==> src/rtl/uart_xmtr_128.sv <==
// uart_xmtr_128: serialises a 128-bit word as start bit, 128 data bits LSB first, odd parity, stop bit.
// Optional macro UART_XMTR_PARITY_INJECT_EN adds parity_err to send one frame with even parity.
module uart_xmtr_128 #(
    parameter int BIT_TICKS = 16,
    parameter int DATA_BITS = 128
) (
    input  logic                 clock,
    input  logic                 reset,
    input  logic                 start,
    input  logic [DATA_BITS-1:0] data_in,
`ifdef UART_XMTR_PARITY_INJECT_EN
    input  logic                 parity_err,
`endif
    output logic                 UART_TX,
    output logic                 busy,
    output logic                 done
);

    localparam int TICK_W = (BIT_TICKS > 1) ? $clog2(BIT_TICKS) : 1;
    localparam int BIT_W  = (DATA_BITS > 1) ? $clog2(DATA_BITS) : 1;

    localparam logic [TICK_W-1:0] TICK_LAST = TICK_W'(BIT_TICKS - 1);
    localparam logic [BIT_W-1:0]  BIT_LAST  = BIT_W'(DATA_BITS - 1);

    localparam logic [2:0] S_IDLE   = 3'd0;
    localparam logic [2:0] S_START  = 3'd1;
    localparam logic [2:0] S_DATA   = 3'd2;
    localparam logic [2:0] S_PARITY = 3'd3;
    localparam logic [2:0] S_STOP   = 3'd4;

    logic [2:0]           state_q, state_d;
    logic [TICK_W-1:0]    tick_q, tick_d;
    logic [BIT_W-1:0]     bit_q, bit_d;
    logic [DATA_BITS-1:0] shift_q, shift_d;
    logic                 par_q, par_d;
    logic                 tx_q, tx_d;
    logic                 busy_q, busy_d;
    logic                 done_q, done_d;

    logic accept;
    logic last_tick;
    logic frame_parity;

    function automatic logic odd_parity(input logic [DATA_BITS-1:0] d);
        return ~(^d);
    endfunction

    function automatic logic line_level(input logic [2:0] st, input logic lsb, input logic par);
        logic lvl;
        case (st)
            S_START:  lvl = 1'b0;
            S_DATA:   lvl = lsb;
            S_PARITY: lvl = par;
            default:  lvl = 1'b1;
        endcase
        return lvl;
    endfunction

`ifdef UART_XMTR_PARITY_INJECT_EN
    assign frame_parity = odd_parity(data_in) ^ parity_err;
`else
    assign frame_parity = odd_parity(data_in);
`endif

    // busy drops during the last stop tick, so a start seen there launches the next frame gaplessly
    assign accept    = start && !busy_q;
    assign last_tick = (tick_q == TICK_LAST);

    always_comb begin
        state_d = state_q;
        tick_d  = tick_q;
        bit_d   = bit_q;
        shift_d = shift_q;
        par_d   = par_q;
        case (state_q)
            S_IDLE: begin
                if (accept) begin
                    state_d = S_START;
                    tick_d  = '0;
                    bit_d   = '0;
                    shift_d = data_in;
                    par_d   = frame_parity;
                end
            end
            S_START: begin
                if (last_tick) begin
                    state_d = S_DATA;
                    tick_d  = '0;
                    bit_d   = '0;
                end else begin
                    tick_d = tick_q + TICK_W'(1);
                end
            end
            S_DATA: begin
                if (last_tick) begin
                    tick_d  = '0;
                    shift_d = {1'b0, shift_q[DATA_BITS-1:1]};
                    if (bit_q == BIT_LAST) begin
                        state_d = S_PARITY;
                        bit_d   = '0;
                    end else begin
                        bit_d = bit_q + BIT_W'(1);
                    end
                end else begin
                    tick_d = tick_q + TICK_W'(1);
                end
            end
            S_PARITY: begin
                if (last_tick) begin
                    state_d = S_STOP;
                    tick_d  = '0;
                end else begin
                    tick_d = tick_q + TICK_W'(1);
                end
            end
            S_STOP: begin
                if (last_tick) begin
                    tick_d = '0;
                    if (accept) begin
                        state_d = S_START;
                        bit_d   = '0;
                        shift_d = data_in;
                        par_d   = frame_parity;
                    end else begin
                        state_d = S_IDLE;
                    end
                end else begin
                    tick_d = tick_q + TICK_W'(1);
                end
            end
            default: begin
                state_d = S_IDLE;
                tick_d  = '0;
                bit_d   = '0;
            end
        endcase
    end

    // Outputs are registered from the next state so they line up with the state they describe
    always_comb begin
        tx_d   = line_level(state_d, shift_d[0], par_d);
        done_d = (state_d == S_STOP) && (tick_d == TICK_LAST);
        busy_d = (state_d != S_IDLE) && !done_d;
    end

    always_ff @(posedge clock) begin
        if (reset) begin
            state_q <= S_IDLE;
            tick_q  <= '0;
            bit_q   <= '0;
            tx_q    <= 1'b1;
            busy_q  <= 1'b0;
            done_q  <= 1'b0;
        end else begin
            state_q <= state_d;
            tick_q  <= tick_d;
            bit_q   <= bit_d;
            tx_q    <= tx_d;
            busy_q  <= busy_d;
            done_q  <= done_d;
        end
    end

    always_ff @(posedge clock) begin
        shift_q <= shift_d;
        par_q   <= par_d;
    end

    assign UART_TX = tx_q;
    assign busy    = busy_q;
    assign done    = done_q;

endmodule
==> config.mk <==
export PLATFORM = sky130hd
export DESIGN_NAME = uart_xmtr_128
export DESIGN_NICKNAME = d
export VERILOG_FILES = /design/src/rtl/uart_xmtr_128.sv
export SDC_FILE = /design/constraint.sdc
export NUM_CORES = 1
export LEC_CHECK = 0
export BUFFER_PORTS_ARGS = -buffer_cell sky130_fd_sc_hd__buf_2
export CAP_MARGIN = 30
export CORE_MARGIN = 5
export CORE_UTILIZATION = 30
export DETAILED_ROUTE_END_ITERATION = 10
export GPL_TIMING_DRIVEN = 0
export HOLD_SLACK_MARGIN = 0.02
export PLACE_DENSITY = 0.5
export REMOVE_ABC_BUFFERS = 1
export SLEW_MARGIN = 10
export SYNTH_ARGS = -nofsm -noshare
export SYNTH_HDL_FRONTEND = slang
export SYNTH_SLANG_ARGS = --single-unit
==> constraint.sdc <==
create_clock -name clock -period 5.45 [get_ports clock]
set_input_delay 1.09 -clock clock [delete_from_list [all_inputs] [get_ports clock]]
set_output_delay 1.09 -clock clock [all_outputs]
set_load 0.02 [all_outputs]
==> impl_metrics.tcl <==
set metrics [dict create \
    outcome "finished clean" \
    ys_seq_area_share_pct 49.21 \
    multi_input_area_um2 4149 \
    synth-async-reset-ratio_pct 0 \
    cts_setup_buffers 0 \
    htree_levels 4 \
    layout_common_cells "nand2_1 (139), buf_2 (133), o21ai_0 (132)" \
    synthFlopType "edfxtp_1" \
    place_congestion 0.7358 \
    busiest_layer "met2" \
    rsz0062_at_grt "false" \
    fin_worst_skew_ps 14.94 \
    synth_top_family_by_area "multiplexers" \
    timing_hold_violations_final 0 \
    fp.dieH_um 178.6 \
    cts_made_buffers 17 \
    gr-usage-met3_pct 4.006 \
    cts_sinks 146 \
    regArea_um2 4194 \
    start_kind "input pin" \
    ys_types 50 \
    start_util_pct 30.51 \
    critPathKind "in2reg" \
    arrival_ps 3180 \
    drt_iter0_drc 325 \
    hold_buffers 0 \
    vias 6139 \
    end_kind "flop" \
    dpl-instance-area_um2 9734 \
    synthAdderAreaFrac_pct 0.4257 \
    dpl.hpwl_um 14370 \
    synth_cells 802 \
    die_w_um 178.6 \
    r2r-start "state_q[2]" \
    numPortBuffers 133 \
    p_leak_nw 3.815 \
    gr-total-overflow 0 \
    r2r_slack_ps 2750 \
    grt_max_degree 70 \
    clockBufferDepth 2 \
    row_count 61 \
    setup_viol 0 \
    wire_per_inst_um 15.96 \
    ant_nets 0 \
    setup_ws_ps 2555 \
    crit_end "UART_TX" \
    grt_use_met1_pct 18.31 \
    synth_compound_area_share_pct 10.41 \
    grt_pass1_vias 6105 \
    path_clk_slew_ps 70 \
    timing.fmax_ghz 0.3455 \
    ys_warn_count 0 \
    ys_ff_latch 146 \
    reg2reg_depth 7 \
    fillCellCount 2815 \
    use_met2_pct 20.52 \
    post-place-ws_ps 2218 \
    final_util_pct 36.97 \
    drcViolationCount 0 \
    cp.required_ps 5740 \
    area_growth_syn_to_layout_pct 21.15 \
    finalNetCount 1051 \
    hp-start "bit_q[6]" \
    cp_max_fo 23 \
    wirelength_um 20900 \
    ir_drop_mv 0.1478 \
    grt_pass1_wl_um 33210 \
    cap_violations 0 \
    num_io_pins 134 \
    drv_slew 0 \
    synthXorXnorAreaFrac_pct 13.67 \
    tightestPinTransition_ps 634.0 \
    synth_edf_count 127 \
    period_needed_ps 2895 \
    final_common_cell "nand2_1" \
    avgSynthCellArea_um2 10.63 \
    drive_gt1_share_pct 20.02 \
    fin_crit_sh_pct 53.12 \
    slew_headroom_pct 57.74 \
    powerDensity_nw_per_um2 346.4 \
    fp.coreArea_um2 27930 \
    timing.rr.end "shift_q[111]" \
    grt_antenna_before_repair 6 \
    insertion_delay_ps 420 \
    track_usage_pct 13.19 \
    cts_tree "yes" \
    drt_pass1_iterations 5 \
    final_area_um2 10330 \
    vias_per_cell 4.690 \
    cts_resized 0 \
    dieArea_um2 31880 \
    finalPower_mw 3.577 \
    cp-startpoint "start" \
    synth_mux_area_share_pct 14.91 \
    synth-simple-area-share_pct 9.028 \
    syn_area_um2 8523 \
    hp-class "reg2reg" \
    cts-root-buf "clkbuf_16" \
]
-- worst max-delay path, stage by stage --
cell and delay (ps):
buf_2 100, and2b_4 530, mux2i_1 310, nor2_1 60
a311oi_1 260, a21oi_1 60, o32a_1 370, nor3b_1 250
o21ai_0 130
-- routing by layer --
metal,routed length [µm],vias to the layer above,part of all wire (%)
li1,-,3081,-
met1,10210,2910,49
met2,9464,118,45
met3,1020,18,4.9
met4,142,12,0.68
met5,61,-,0.29
-- synth_stat cells (all sizes together), types with 2 or more instances --
cell type / instances / area (µm²)
o21ai: 135 / 675.6
a31oi: 3 / 18.77
and3: 2 / 12.51
nand2: 140 / 525.5
or2: 2 / 15.02
edfxtp: 127 / 3814
ha: 2 / 25.02
dfxtp: 19 / 380.4
xnor2: 116 / 1016
mux2i: 127 / 1271
nor3: 3 / 26.28
a22oi: 2 / 28.78
a21oi: 8 / 40.04
xor2: 17 / 148.9
buf: 11 / 61.31
nand4: 2 / 18.77
a21o: 2 / 15.01
clkbuf: 35 / 131.4
inv: 2 / 7.500
a32oi: 2 / 17.52
nor2: 23 / 96.35
nand2b: 2 / 12.51
nand3: 3 / 27.53
-- where the power goes --
part           internal, mW  switching [mW]
logic                 0.397           0.429
clock network         0.720           0.490
registers              1.45          0.0935
-- worst min-delay path by stage --
stage,to,cells after the start,slack (ps)
3_5_place_dp,bit_q[6],2,470
5_1_grt,par_q,2,510
2_1_floorplan,bit_q[6],2,440
4_1_cts,par_q,2,480
3_3_place_gp,bit_q[6],2,460
6_report,bit_q[6],2,480
-- registers in the layout, summed over array words and instances, names as in the netlist --
| name | flops |
|---|---|
| bit_q | 7 |
| busy | 1 |
| shift_q | 128 |
| done | 1 |
| tick_q | 4 |
| UART_TX | 1 |
| state_q | 3 |
| par_q | 1 |
-- cells by family (layout without fill, tap and decap cells) --
group                    count (synthesis)  count (layout)
AO/OA/AOI/OAI                          163             163
other                                    0               2
XOR/XNOR                               133             133
flip-flops                             146             146
buffers and inverters                   48             175
adder cells (fa/ha/maj)                  3               3
AND/OR/NAND/NOR                        182             182
multiplexers                           127             127
-- through the flow --
step / hold slack (ps) / TNS (ps) / std cells
floorplan: 439.9 / -938.1 / 756
global placement: 462.0 / -279010 / 1267
detailed placement: 472.4 / 0 / 1277
CTS: 483.7 / 0 / 1307
global route: 514.4 / 0 / 1307
finish: 482.3 / 0 / 1309
-- cell type report --
type / count / area share, %
antenna: 2 / 0.04847
clock buffer: 18 / 4.156
sequential: 146 / 40.62
timing repair buffer: 143 / 8.821
tap: 378 / 4.580
multi-input combinational: 608 / 40.18
clock inverter: 12 / 1.527
inverter: 2 / 0.07270
Power figures use the tool's default switching activity.
